### src/rtl/seq_alu_mul_if.sv
// Request/response bundle for seq_alu_mul.
//   master: drives start, op, a, b; observes busy, done, result, ovf
//   slave : the ALU side
interface seq_alu_mul_if #(
  parameter int unsigned NBITS = 4
) ();
  logic                 start;
  logic [1:0]           op;
  logic [NBITS-1:0]     a;
  logic [NBITS-1:0]     b;
  logic                 busy;
  logic                 done;
  logic [2*NBITS-1:0]   result;
  logic                 ovf;

  modport master (
    output start, op, a, b,
    input  busy, done, result, ovf
  );

  modport slave (
    input  start, op, a, b,
    output busy, done, result, ovf
  );
endinterface

### src/rtl/seq_alu_mul.sv
// Sequential ALU: single-cycle signed add/sub, NBITS-cycle shift-add multiplier
// (unsigned, or signed via magnitudes and a final negate).
// Ports:
//   clk_2   - clock, rising edge
//   reset   - asynchronous active-high reset
//   alu_io  - seq_alu_mul_if.slave: start/op/a/b in, busy/done/result/ovf out
// Optional feature: define SEQ_ALU_SATURATE_EN to saturate add/sub overflow
// instead of returning zero.
module seq_alu_mul #(
  parameter int unsigned NBITS = 4
) (
  input logic           clk_2,
  input logic           reset,
  seq_alu_mul_if.slave  alu_io
);

  localparam int unsigned CntW = $clog2(NBITS + 1);

  typedef enum logic [1:0] {StIdle, StMul, StDone} state_e;

  state_e               state_q, state_d;
  logic [2*NBITS-1:0]   mcand_q, mcand_d;   // multiplicand, shifted left each step
  logic [NBITS-1:0]     mplier_q, mplier_d; // multiplier, shifted right each step
  logic [2*NBITS-1:0]   acc_q, acc_d;
  logic [CntW-1:0]      cnt_q, cnt_d;
  logic                 neg_q, neg_d;       // signed mul: negate magnitude product
  logic [2*NBITS-1:0]   result_q, result_d;
  logic                 ovf_q, ovf_d;

  // Add/sub at NBITS+1 bits; modular arithmetic matches the signed true value.
  logic [NBITS:0]       a_ext, b_ext, sum;
  logic                 as_ovf;
  logic [2*NBITS-1:0]   as_result;

  logic [NBITS-1:0]     a_mag, b_mag;
  logic                 mul_neg;
  logic [2*NBITS-1:0]   acc_step;
  logic                 last_iter;

  always_comb begin
    a_ext  = {alu_io.a[NBITS-1], alu_io.a};
    b_ext  = {alu_io.b[NBITS-1], alu_io.b};
    sum    = alu_io.op[0] ? (a_ext - b_ext) : (a_ext + b_ext);
    as_ovf = sum[NBITS] ^ sum[NBITS-1];
    if (!as_ovf) begin
      as_result = {{(NBITS-1){sum[NBITS]}}, sum};
    end else begin
`ifdef SEQ_ALU_SATURATE_EN
      // sum[NBITS] holds the true sign: 0 means positive overflow.
      as_result = sum[NBITS] ? {{(NBITS+1){1'b1}}, {(NBITS-1){1'b0}}}
                             : {{(NBITS+1){1'b0}}, {(NBITS-1){1'b1}}};
`else
      as_result = '0;
`endif
    end
  end

  // Magnitudes are NBITS-bit unsigned, so -2^(NBITS-1) maps to 2^(NBITS-1) exactly.
  always_comb begin
    a_mag   = (alu_io.op[0] && alu_io.a[NBITS-1]) ? -alu_io.a : alu_io.a;
    b_mag   = (alu_io.op[0] && alu_io.b[NBITS-1]) ? -alu_io.b : alu_io.b;
    mul_neg = alu_io.op[0] & (alu_io.a[NBITS-1] ^ alu_io.b[NBITS-1]);
  end

  always_comb begin
    acc_step  = acc_q + (mplier_q[0] ? mcand_q : '0);
    last_iter = (cnt_q == CntW'(NBITS - 1));
  end

  // State register
  always_ff @(posedge clk_2 or posedge reset) begin
    if (reset) begin
      state_q <= StIdle;
    end else begin
      state_q <= state_d;
    end
  end

  // Next-state logic
  always_comb begin
    state_d = state_q;
    unique case (state_q)
      StIdle: begin
        if (alu_io.start) begin
          state_d = alu_io.op[1] ? StMul : StDone;
        end
      end
      StMul: begin
        if (last_iter) begin
          state_d = StDone;
        end
      end
      StDone:  state_d = StIdle;
      default: state_d = StIdle;
    endcase
  end

  // Datapath next-state
  always_comb begin
    mcand_d  = mcand_q;
    mplier_d = mplier_q;
    acc_d    = acc_q;
    cnt_d    = cnt_q;
    neg_d    = neg_q;
    result_d = result_q;
    ovf_d    = ovf_q;
    unique case (state_q)
      StIdle: begin
        if (alu_io.start) begin
          if (alu_io.op[1]) begin
            mcand_d  = {{NBITS{1'b0}}, a_mag};
            mplier_d = b_mag;
            acc_d    = '0;
            cnt_d    = '0;
            neg_d    = mul_neg;
          end else begin
            result_d = as_result;
            ovf_d    = as_ovf;
          end
        end
      end
      StMul: begin
        acc_d    = acc_step;
        mcand_d  = mcand_q << 1;
        mplier_d = mplier_q >> 1;
        cnt_d    = cnt_q + CntW'(1);
        if (last_iter) begin
          result_d = neg_q ? -acc_step : acc_step;
          ovf_d    = 1'b0;
        end
      end
      default: ;
    endcase
  end

  always_ff @(posedge clk_2 or posedge reset) begin
    if (reset) begin
      mcand_q  <= '0;
      mplier_q <= '0;
      acc_q    <= '0;
      cnt_q    <= '0;
      neg_q    <= 1'b0;
      result_q <= '0;
      ovf_q    <= 1'b0;
    end else begin
      mcand_q  <= mcand_d;
      mplier_q <= mplier_d;
      acc_q    <= acc_d;
      cnt_q    <= cnt_d;
      neg_q    <= neg_d;
      result_q <= result_d;
      ovf_q    <= ovf_d;
    end
  end

  // Outputs
  always_comb begin
    alu_io.busy   = (state_q != StIdle);
    alu_io.done   = (state_q == StDone);
    alu_io.result = result_q;
    alu_io.ovf    = ovf_q;
  end

endmodule

### src/flat_wrapper.sv
// flat-port wrapper written by rule: the top's interface ports become plain ports
module seq_alu_mul_flat 
#(
  parameter int unsigned NBITS = 4
)
  (clk_2, reset, alu_io_start, alu_io_op, alu_io_a, alu_io_b, alu_io_busy, alu_io_done, alu_io_result, alu_io_ovf);
  seq_alu_mul_if #(.NBITS(NBITS)) alu_io_i ();
  input logic clk_2;
  input logic reset;
  input wire logic [$bits(alu_io_i.start)-1:0] alu_io_start;
  input wire logic [$bits(alu_io_i.op)-1:0] alu_io_op;
  input wire logic [$bits(alu_io_i.a)-1:0] alu_io_a;
  input wire logic [$bits(alu_io_i.b)-1:0] alu_io_b;
  output wire logic [$bits(alu_io_i.busy)-1:0] alu_io_busy;
  output wire logic [$bits(alu_io_i.done)-1:0] alu_io_done;
  output wire logic [$bits(alu_io_i.result)-1:0] alu_io_result;
  output wire logic [$bits(alu_io_i.ovf)-1:0] alu_io_ovf;
  assign alu_io_i.start = alu_io_start;
  assign alu_io_i.op = alu_io_op;
  assign alu_io_i.a = alu_io_a;
  assign alu_io_i.b = alu_io_b;
  assign alu_io_busy = alu_io_i.busy;
  assign alu_io_done = alu_io_i.done;
  assign alu_io_result = alu_io_i.result;
  assign alu_io_ovf = alu_io_i.ovf;
  seq_alu_mul #(.NBITS(NBITS)) u_core (.clk_2(clk_2), .reset(reset), .alu_io(alu_io_i));
endmodule
### config.mk
export PLATFORM = sky130hd
export DESIGN_NAME = seq_alu_mul_flat
export DESIGN_NICKNAME = d
export VERILOG_FILES = /design/src/rtl/seq_alu_mul_if.sv /design/src/rtl/seq_alu_mul.sv /design/src/flat_wrapper.sv
export SDC_FILE = /design/constraint.sdc
export NUM_CORES = 1
export LEC_CHECK = 0
export BUFFER_PORTS_ARGS = -buffer_cell sky130_fd_sc_hd__buf_2
export CORE_MARGIN = 3
export CORE_UTILIZATION = 55
export CTS_BUF_LIST = sky130_fd_sc_hd__clkbuf_4 sky130_fd_sc_hd__clkbuf_8 sky130_fd_sc_hd__clkbuf_16
export DETAILED_ROUTE_END_ITERATION = 16
export GPL_TIMING_DRIVEN = 0
export PLACE_DENSITY_LB_ADDON = 0.08
export SLEW_MARGIN = 0
export SYNTH_ARGS = -nofsm -noshare
export SYNTH_HDL_FRONTEND = slang
export SYNTH_SLANG_ARGS = --single-unit
### constraint.sdc
create_clock -name clk_2 -period 4.8 [get_ports clk_2]
set_clock_uncertainty 0.1 [all_clocks]
set_input_delay 0.24 -clock clk_2 [delete_from_list [all_inputs] [get_ports clk_2]]
set_output_delay 0.24 -clock clk_2 [all_outputs]
set_load 0.01 [all_outputs]
==> results.md, run 1 <==
* Status: complete, but fails checks
* Failing checks: hold timing
* CTS HTree Levels at 2
* CTS Root Cell: clkbuf_8
* Slew HR at around 50%
* Clock Pin Slew Worst Setup and Hold Paths at approximately 0.07 ns
* Synth area leader: dfrtp_1
* CP Data Required Time at slightly below 5 ns
* Clock share of power at between 10% and 20%
* Setup ws final at 1.90 ns
* Die X at 71.2 um
* Final period demand of the worst path at about 2.9 ns
* Total power at between 1.5 and 2 mW
* Syn avg cell area at about 9 um2
* Vias in the first global route at roughly 1,900
* Simple-Gate Fraction of Synth Area at between 10% and 20%
* Synth cell types at 47
* Post-CTS Resized at 0
* Synth top area share at between 30% and 40%
* Sw Ratio at approximately 44%
* Total GRT Usage at ~22%
* Most used DFF post-synth: dfrtp_1
* Register share of total power at 33.3%
* Routed via count at slightly below 2,000
* DR WL/cell at approximately 15 um
* Synth Instances at 255
* Post-synthesis sequential area ratio at 37.4%
* Synthesized Nets at approximately 290
* Layout overhead on the synthesized area at 11.0%
* Clock Latency Late Sink at 0.29 ns
* TritonCTS Buffers at 5
* Io pins at 24
* XOR/XNOR Fraction of Synth Area at just under 5%
* Max-Cap Viols at 0
* Main combinational cell family by area after synthesis: compound AO/OA/AOI/OAI gates
* Final net count at between 300 and 400
* Setup Fix Bufs, Post-CTS at 0
* PD cells at 582 mW/mm2
* Switching power total at 0.668 mW
* Initial Utilization at 57.7%
* CP max FO at 9
* Post-synth EDFFs at 0
* Synth Area in Compound Gates at 24.7%
* Leak Pwr at about 1.3 nW
* Most common cell in the netlist: dfrtp_1
* Internal at between 0.8 and 0.9 mW
* Via-per-instance ratio at 5.81
* DRC at 0
* Share of cells above drive strength 1 at 16.8%
* First-pass GRT wire length at about 8700 um
* Final setup TNS at 0 ns
* Detailed Routing Iterations Pass 1 at 4
* Congestion Overflow GR at 0
* Clk buf depth at 2
* Clock Sinks at 35
* Post-Syn Area at 0.00234 mm2
* WHS at -0.0285 ns
* Peak Freq at around 350 MHz
* Die height at roughly 70 um
* Synth warn at 0
* Top cells by count, synth: dfrtp_1, nand2_1, o21ai_0
* Post-place setup slack at approximately 1.9 ns
* Post-CTS Hold Buffers at 0
* RSZ-0062 raised after global routing: no
* Port bufs at 22
* TritonCTS clock tree: yes
* Gpl congestion at 0.821
* Worst setup SP type: register
* Post-DRT Antenna Nets at 0
* Multiplexer share of the synthesized area at under 10%
* Fraction of registers with async set or reset after synthesis at 100%
* Final HPWL DP at ~3800 um
* # diodes at 0
* Tcrit/Tclk final at roughly three fifths
* Core Region at ~0.0041 mm2
* Arr. time, crit path at slightly below 3 ns
* DRT Wirelength at between 5000 and 6000 um
* DRT iter0 DRCs at 83
* Hold Path Class: in -> async
* Post-synthesis adder-cell area fraction at about 11%
* Hold Violations, Final at 35
* CP Class: reg -> reg
* Slew @ Worst Pin at between 0.7 and 0.8 ns
* Antenna violations before repair at 0
* VDD IR max at between 300 and 400 uV
* Final setup fails at 0
* Worst setup EP type: register
* Final Max Slew Viols at 0
* Gate power share at a little over half
* Largest net degree at the start of global routing at 36
* Die area at around 0.0051 mm2
* Synth area leaders: dfrtp_1, ha_1, o21ai_0
* FP Rows at 23
* FF+latch count, synth at 35
==> registers in the layout, indices dropped and copies added, names as in the netlist <==
signal	flops
u_core.acc_q	8
u_core.alu_io.ovf	1
u_core.alu_io.result	8
u_core.cnt_q	3
u_core.mcand_q	8
u_core.mplier_q	4
u_core.neg_q	1
u_core.state_q	2
==> area by class of cell <==
type,count,area [um2]
Tap cell,50,62.6
Sequential cell,35,876
Multi-Input combinational cell,194,1360
Buffer,10,46.3
Fill cell,357,1460
Clock buffer,5,68.8
Clock inverter,3,15.0
Timing Repair Buffer,22,110
Inverter,16,60.1
==> cell usage in the layout, fill, tap and decap left out, drive strengths merged, types with 2 or more instances in the layout <==
master  count
a211oi      4
a21o        7
a21oi      23
a22o       10
a31oi       3
and2        8
and3        2
and3b       2
buf        25
clkbuf     12
clkinv      3
dfrtp      35
fa          2
ha         17
inv        16
mux2        3
nand2      24
nand3       8
nor2       14
nor2b       3
nor3        2
o211ai      2
o21ai      23
o21bai      2
o31ai       2
o41ai       2
or2         2
or3         6
xnor2       7
xor2        6
==> logic make-up (layout without fill, tap and decap cells) <==
family | Yosys count | count (layout)
adders and majority gates | 19 | 19
muxes | 4 | 4
AOI/OAI and AO/OA | 84 | 84
and+or+nand+nor | 74 | 74
DFF | 35 | 35
xor gates and xnor gates | 13 | 13
buffers and inverters | 26 | 56
==> worst max-delay path: stages, from the launching register on <==
cell and delay (ns):
dfrtp_1 0.46, and2_1 0.18, ha_1 0.22, fa_1 0.42, a211oi_1 0.33, or4b_1 0.17
o211ai_1 0.19, o41ai_2 0.37, mux2i_1 0.22, o211ai_1 0.10
==> stage by stage <==
step,cells,utilization [%],instance area [um2]
5_1_grt,335,64.0,2600
4_1_cts,335,64.0,2600
3_5_place_dp,327,61.9,2510
2_1_floorplan,255,-,2340
6_report,335,64.0,2600
3_3_place_gp,327,61.9,2510
==> layer usage <==
metal | track usage (%) | vias to the layer above | wire [um]
met2 | 34.7 | 40 | 2330
met4 | 6.89 | 0 | 73
met5 | 0 | - | 0
li1 | - | 965 | -
met1 | 30.4 | 936 | 2420
met3 | 4.21 | 7 | 192
==> power by group through the flow <==
stage                     combinational (mW)  sequential, mW  clock (mW)
after global routing                   0.899           0.521       0.229
after floorplan                        0.583           0.506           0
after CTS                              0.804           0.504       0.214
after detailed placement               0.798           0.509           0
final                                  0.800           0.503       0.208
after global placement                 0.791           0.504           0
==> path summary, 6_finish.rpt <==
kind | to | from | slack, ns | depth (start not counted)
worst max-delay path | u_core.alu_io.result[7] | u_core.mplier_q[0] | 1.90 | 9
worst min-delay path | u_core.mplier_q[0] | reset | -0.03 | 2
worst max register to register | u_core.alu_io.result[7] | u_core.mplier_q[0] | 1.90 | 9
worst min register to register | u_core.mplier_q[2] | u_core.mplier_q[2] | 0.39 | 2
max in group asynchronous | u_core.alu_io.result[6] | reset | 4.15 | 2
min in group clk_2 | u_core.mcand_q[0] | alu_io_a[0] | 0.10 | 2
No activity file was read; power rests on OpenSTA's default activity.
==> run 2: changes to the inputs <==
--- a/config.mk
+++ b/config.mk
@@ -5,9 +5,10 @@
 export SDC_FILE = /design/constraint.sdc
 export NUM_CORES = 1
 export LEC_CHECK = 0
+export ABC_AREA = 1
 export BUFFER_PORTS_ARGS = -buffer_cell sky130_fd_sc_hd__buf_2
 export CORE_MARGIN = 3
-export CORE_UTILIZATION = 55
+export CORE_UTILIZATION = 53
 export CTS_BUF_LIST = sky130_fd_sc_hd__clkbuf_4 sky130_fd_sc_hd__clkbuf_8 sky130_fd_sc_hd__clkbuf_16
 export DETAILED_ROUTE_END_ITERATION = 16
 export GPL_TIMING_DRIVEN = 0
==> constraint.sdc (replaced) <==
create_clock -name clk_2 -period 2.6 [get_ports clk_2]
set_clock_uncertainty 0.1 [all_clocks]
set_input_delay 0.13 -clock clk_2 [delete_from_list [all_inputs] [get_ports clk_2]]
set_output_delay 0.13 -clock clk_2 [all_outputs]
set_load 0.01 [all_outputs]
==> results.md, run 2 <==
* Most frequent cells in the layout: nand2_1, inv_1, dfrtp_1, o21ai_0, buf_2
* Syn avg cell area at 7.53 um2 (-18%)
* Clk buf depth at 2 (unchanged)
* Post-DRT Antenna Nets at 0 (unchanged)
* Io pins at 24 (unchanged)
* DRT Wirelength at 5210 um (+3.8%)
* CP Class: in -> reg
* Post-synth EDFFs at 0 (unchanged)
* Clock Sinks at 35 (unchanged)
* Setup crit start: alu_io_b[0]
* Synth top area share at 36.2% (-1.2 points)
* Most used DFF post-synth: dfrtp_1
* PD cells at 1170 mW/mm2 (+100%)
* Share of cells above drive strength 1 at 17.5% (+0.67 points)
* Vias in the first global route at 2,074 (+11%)
* Final setup fails at 0 (unchanged)
* Clock share of power at 12.8% (-1.0 points)
* Synth area leaders: dfrtp_1, nand2_1, ha_1
* Switching power total at 1.54 mW (+130%)
* Commonest non-fill, non-tap cell in the layout: nand2_1
* Synth warn at 0 (unchanged)
* Routed via count at 2,118 (+8.7%)
* Hold Path Class: in -> reg
* Slew @ Worst Pin at 0.742 ns (+0.00213 ns)
* Synthesized Nets at 353 (+23%)
* Largest net degree at the start of global routing at 20 (-44%)
* FF+latch count, synth at 35 (unchanged)
* Most common cell in the netlist: nand2_1
* Leak Pwr at 1.46 nW (+15%)
* Synth Instances at 321 (+26%)
* Gate power share at 58.8% (+5.9 points)
* Detailed Routing Iterations Pass 1 at 4 (unchanged)
* DRC at 0 (unchanged)
* Clock Pin Slew Worst Setup and Hold Paths at 0.08 ns (about the same)
* CP Data Required Time at 2.71 ns (-2.16 ns)
* Synth cell types at 37 (-21%)
* DRT iter0 DRCs at 68 (-18%)
* TritonCTS Buffers at 5 (unchanged)
* Reg2Reg Depth at 14 (+5)
* # diodes at 0 (unchanged)
* Origin of the critical flop-to-flop path: u_core.mplier_q[0]
* FP Rows at 23 (unchanged)
* TritonCTS clock tree: yes
* Tcrit/Tclk final at around 90%
* Die X at 73.6 um (+3.2%)
* CTS Root Cell: clkbuf_8
* DR WL/cell at 12.9 um (-14%)
* Filler cells at 396 (+11%)
* Status: completed
* Final net count at 385 (+22%)
* WHS at 0.0358 ns (+0.0643 ns)
* Worst setup SP type: primary input
* Internal at 1.67 mW (+98%)
* Final HPWL DP at 4140 um (+8.7%)
* RSZ-0062 raised after global routing: no
* VDD IR max at 553 uV (+49%)
* Antenna violations before repair at 0 (unchanged)
* Final Max Slew Viols at 0 (unchanged)
* Die height at 73.6 um (+3.2%)
* Max-Cap Viols at 0 (unchanged)
* Port bufs at 23 (+4.5%)
* CP max FO at 3 (-6)
* Top cells by count, synth: nand2_1, inv_1, dfrtp_1
* Congestion Overflow GR at 0 (unchanged)
* Initial Utilization at 57.6% (-0.13 points)
* CTS HTree Levels at 2 (unchanged)
* Register share of total power at 28.4% (-4.9 points)
* Die area at 0.00541 mm2 (+6.6%)
* Post-synthesis sequential area ratio at 36.2% (-1.2 points)
* Layout overhead on the synthesized area at 13.1%
* Finished Core Util at 65.1% (+1.1 points)
* Critical Path End: u_core.alu_io.result[2]
* Clock Latency Late Sink at 0.29 ns (about the same)
* Gpl congestion at 0.856 (+4.2%)
* Sw Ratio at 47.9% (+3.7 points)
* Via-per-instance ratio at 5.24 (-9.8%)
* Post-Syn Area at 0.00242 mm2 (+3.3%)
* Sequential cell area at 876 um2 (unchanged)
* FF-to-FF setup slack at 0.24 ns (-1.66 ns)
* Core Region at 0.00420 mm2 (+3.5%)
* Area of the multi-input gates at 0.00129 mm2 (-4.8%)
* Arr. time, crit path at 2.49 ns (-0.48 ns)
* Slew HR at 50.5% (-0.12 points)
* Final period demand of the worst path at about 2.4 ns
* First-pass GRT wire length at 9210 um (+6.0%)
* Reg-to-Reg End: u_core.alu_io.result[7]
* Worst setup EP type: register
* Peak Freq at between 400 and 500 MHz
* Total GRT Usage at 21.9% (-0.032 points)
* Fraction of registers with async set or reset after synthesis at 100% (unchanged)
* Hold Violations, Final at 0 (-100%)
* Synth area leader: dfrtp_1
==> run 2: final cells by class <==
cell class                 count  share of cell area [%]
multi-input combinational    225                    47.3
sequential                    35                    32.0
inverter                      54                    7.50
timing repair buffer          25                    5.58
clock buffer                   5                    2.52
tap                           50                    2.29
buffer                         7                    1.92
clock inverter                 3                   0.869
==> run 2: power by group through the flow <==
stage / clock, mW / combinational, mW / sequential, mW
2_1_floorplan: 0 / 1.41 / 0.938
3_3_place_gp: 0 / 1.85 / 0.919
3_5_place_dp: 0 / 1.89 / 0.925
4_1_cts: 0.420 / 1.90 / 0.913
5_1_grt: 0.443 / 2.16 / 0.941
6_report: 0.409 / 1.89 / 0.911
==> run 2: worst min-delay path by stage <==
stage	slack [ns]	cells past startpoint	endpoint	startpoint
6_report	0.04	3	u_core.mplier_q[0]	alu_io_b[0]
5_1_grt	0.05	3	u_core.mcand_q[0]	alu_io_a[0]
4_1_cts	0.03	3	u_core.mplier_q[0]	alu_io_b[0]
3_5_place_dp	0.19	2	u_core.cnt_q[0]	reset
3_3_place_gp	0.34	3	u_core.mplier_q[0]	alu_io_b[0]
2_1_floorplan	0.18	1	u_core.acc_q[0]	reset
==> run 2: metrics by stage <==
step           instances  setup TNS [ns]  area, um2  worst slack (ns)  power (mW)
3_3_place_gp         394          -0.182       2600            -0.122        2.77
6_report             404               0       2740             0.224        3.21
5_1_grt              404               0       2740            0.0112        3.55
3_5_place_dp         395          -0.613       2620            -0.207        2.81
2_1_floorplan        321               0       2420             0.263        2.35
4_1_cts              404               0       2730            0.0949        3.23
==> run 2: logic make-up after synthesis <==
kind of cell	share of synthesized area (%)
compound gates	15.8
fa+ha+maj	10.4
flops	36.2
xor+xnor	2.53
buf+inv	10.7
simple gates	24.4
==> run 2: per-layer routing <==
metal	part of all wire (%)	track usage [%]	vias to the layer above
met5	0	0	-
met4	1.4	7.24	0
met3	2.1	3.83	9
met2	50	36.7	20
met1	47	28.3	987
li1	-	-	1102
==> run 2: critical path, stage by stage <==
cell and delay, ns:
buf_2 0.13, inv_1 0.09, ha_2 0.29, inv_1 0.08, o21ai_2 0.08, fa_1 0.44
o21bai_1 0.16, a21oi_1 0.09, xor2_1 0.17, ha_1 0.31, nor2_1 0.11, inv_1 0.07
a21oi_1 0.10, o21ai_1 0.10, a31oi_1 0.15
==> run 2: timing repair <==
item / in CTS / in global routing
hold buffers: 1 / 0
buffers inserted: 0 / 0
setup endpoints to repair: 0 / 6
endpoints found under the hold margin: 16 / 0
resized for setup: 0 / 7
==> run 3: changes to the inputs <==
--- a/config.mk
+++ b/config.mk
@@ -7,9 +7,8 @@
 export LEC_CHECK = 0
 export ABC_AREA = 1
 export BUFFER_PORTS_ARGS = -buffer_cell sky130_fd_sc_hd__buf_2
-export CORE_MARGIN = 3
+export CORE_MARGIN = 2
 export CORE_UTILIZATION = 53
-export CTS_BUF_LIST = sky130_fd_sc_hd__clkbuf_4 sky130_fd_sc_hd__clkbuf_8 sky130_fd_sc_hd__clkbuf_16
 export DETAILED_ROUTE_END_ITERATION = 16
 export GPL_TIMING_DRIVEN = 0
 export PLACE_DENSITY_LB_ADDON = 0.08
==> constraint.sdc (replaced) <==
create_clock -name clk_2 -period 2.6 [get_ports clk_2]
set_clock_uncertainty 0.1 [all_clocks]
set_input_delay 0.39 -clock clk_2 [delete_from_list [all_inputs] [get_ports clk_2]]
set_output_delay 0.39 -clock clk_2 [all_outputs]
set_load 0.01 [all_outputs]
==> results.md, run 3 (synthesis gave the netlist of run 2 again) <==
* Status: completed
* Largest net degree at the start of global routing at 20 (unchanged)
* Die height at 71.6 um (-2.7%)
* Final Max Slew Viols at 0 (unchanged)
* Global route hottest layer: met2
* Sw Ratio at 47.8% (-0.076 points)
* Core Region at 0.00438 mm2 (+4.3%)
* First-pass GRT wire length at 9200 um (about the same)
* CTS HTree Levels at 2 (unchanged)
* GR Util met3 at 3.80% (-0.033 points)
* Routed via count at 2,114 (-0.19%)
* CP Data Required Time at 2.71 ns (about the same)
* Via-per-instance ratio at 5.19 (-0.92%)
* Setup ws final at 0.167 ns (-0.0567 ns)
* Gpl congestion at 0.827 (-3.3%)
* Origin of the critical flop-to-flop path: u_core.mplier_q[0]
* Register share of total power at 28.3% (about the same)
* Final period demand of the worst path at 2.43 ns (+0.0567 ns)
* Layout overhead on the synthesized area at 15.6%
* Finished Core Util at 63.8% (-1.3 points)
* Port bufs at 23 (unchanged)
* Peak Freq at 411 MHz (-2.3%)
* VDD IR max at 505 uV (-8.5%)
* Vias in the first global route at 2,066 (-0.39%)
* Finished Layout Cells at 407 (+0.74%)
* DR WL/cell at 13.1 um (+1.7%)
* Post-CTS Hold Buffers at 0 (-1)
* Clk buf depth at 2 (unchanged)
* Antenna violations before repair at 0 (unchanged)
* # diodes at 0 (unchanged)
* Clock Latency Late Sink at 0.28 ns (about the same)
* Post-place setup slack at -0.431 ns (-0.224 ns)
* Post-DRT Antenna Nets at 0 (unchanged)
* Initial Utilization at 55.2% (-2.4 points)
* Setup crit start: alu_io_b[0]
* Congestion Overflow GR at 0 (unchanged)
* Slew HR at 49.1% (-1.3 points)
* Io pins at 24 (unchanged)
* DRT iter0 DRCs at 96 (+41%)
* CTS Root Cell: clkbuf_8
* Worst setup EP type: register
* Clock Sinks at 35 (unchanged)
* Clock share of power at 12.2% (-0.6 points)
* Commonest non-fill, non-tap cell in the layout: nand2_1
* Worst setup SP type: primary input
* Hold Path Class: in -> async
* Total power at 3.25 mW (+1.3%)
* Detailed Routing Iterations Pass 1 at 4 (unchanged)
* Slew @ Worst Pin at 0.762 ns (+0.0202 ns)
* Share of cells above drive strength 1 at 20.3% (+2.8 points)
* Die area at 0.00512 mm2 (-5.4%)
* Placed Area at 0.00263 mm2 (about the same)
* CP max FO at 3 (unchanged)
* PD cells at 1160 mW/mm2 (-0.95%)
* TritonCTS clock tree: yes
* Die X at 71.6 um (-2.7%)
* DRC at 0 (unchanged)
* Tcrit/Tclk final at 93.6% (+2.2 points)
* Grt met1 use at 30.7% (+2.4 points)
* Final HPWL DP at 4140 um (-0.11%)
* Clock Pin Slew Worst Setup and Hold Paths at 0.08 ns (about the same)
* DRT Wirelength at 5340 um (+2.5%)
* FP Rows at 24 (+4.3%)
* Most frequent cells in the layout: nand2_1, inv_1, dfrtp_1, o21ai_0, buf_2
* Final net count at 386 (+0.26%)
* Switching power total at 1.55 mW (+1.1%)
* Design area at 0.00280 mm2 (+2.2%)
* Leak Pwr at 1.47 nW (+0.90%)
* Hold Violations, Final at 0 (unchanged)
* Gate power share at 59.6% (+0.8 points)
* Total GRT Usage at 23.2% (+1.3 points)
* Final setup fails at 0 (unchanged)
* Cells after DPL at 397 (+0.51%)
* Max-Cap Viols at 0 (unchanged)
* Internal at 1.69 mW (+1.4%)
* CP Class: in -> reg
* TritonCTS Buffers at 5 (unchanged)
* Met2 Track Usage GR at 39.3% (+2.6 points)
* Arr. time, crit path at 2.54 ns (+0.05 ns)
## run 3: cell types whose count changed in the layout (fill, tap and decap cells not counted), moves of 2 or more
cell	previous run	this run
ha_4	0	2
o21ai_0	26	24
buf_4	2	5
inv_1	44	42
a21oi_2	0	2
a21oi_1	15	13
ha_2	2	0
## run 3: layout make-up
type | instances | area (um2)
buffer | 7 | 52.6
clock buffer | 5 | 68.8
clock inverter | 3 | 20.0
fill | 411 | 1590
inverter | 54 | 208
multi-input combinational | 225 | 1350
sequential | 35 | 876
tap | 52 | 65.1
timing repair buffer | 26 | 160
## run 3: worst max-delay path, cell delays in order
cell,delay [ns]
buf_4,0.11
inv_2,0.05
ha_4,0.25
inv_1,0.04
o21ai_2,0.18
inv_1,0.06
ha_1,0.27
nand2_1,0.06
o21ai_1,0.17
xor2_1,0.17
ha_1,0.27
nor2_1,0.09
inv_1,0.08
a21oi_1,0.11
o21ai_1,0.10
a31oi_1,0.16
## run 3: metrics by stage
step           setup TNS [ns]  hold slack, ns
6_report                    0           0.131
5_1_grt              -0.00715           0.214
4_1_cts                     0           0.166
3_5_place_dp            -2.34           0.361
3_3_place_gp            -2.20           0.360
2_1_floorplan               0           0.353
## run 3: repair_timing
action / in CTS / in global routing
setup endpoints to repair: 3 / 7
gates resized for setup: 3 / 17
setup buffers: 0 / 2
pin swaps: 0 / 9
## run 3: per-layer routing
| metal | up-vias | wire length (um) |
|---|---|---|
| met1 | 969 | 2470 |
| met4 | 0 | 47 |
| met5 | - | 0 |
| met2 | 36 | 2620 |
| met3 | 4 | 198 |
| li1 | 1105 | - |
## run 3: power groups by stage
stage,Combinational (mW),Clock (mW),Sequential [mW]
6_report,1.93,0.395,0.918
3_5_place_dp,1.89,0,0.931
4_1_cts,1.90,0.407,0.921
5_1_grt,2.24,0.430,0.951
3_3_place_gp,1.86,0,0.921
2_1_floorplan,1.41,0,0.938
## run 3: worst paths after layout
check	to	slack, ns	cells after the start
worst min-delay path	u_core.mplier_q[3]	0.13	2
min in group clk_2	u_core.mplier_q[0]	0.31	3
max in group asynchronous	u_core.alu_io.result[1]	1.72	3
worst min register to register	u_core.alu_io.result[1]	0.37	2
worst max register to register	u_core.alu_io.result[7]	0.19	14
worst max-delay path	u_core.alu_io.result[2]	0.17	16
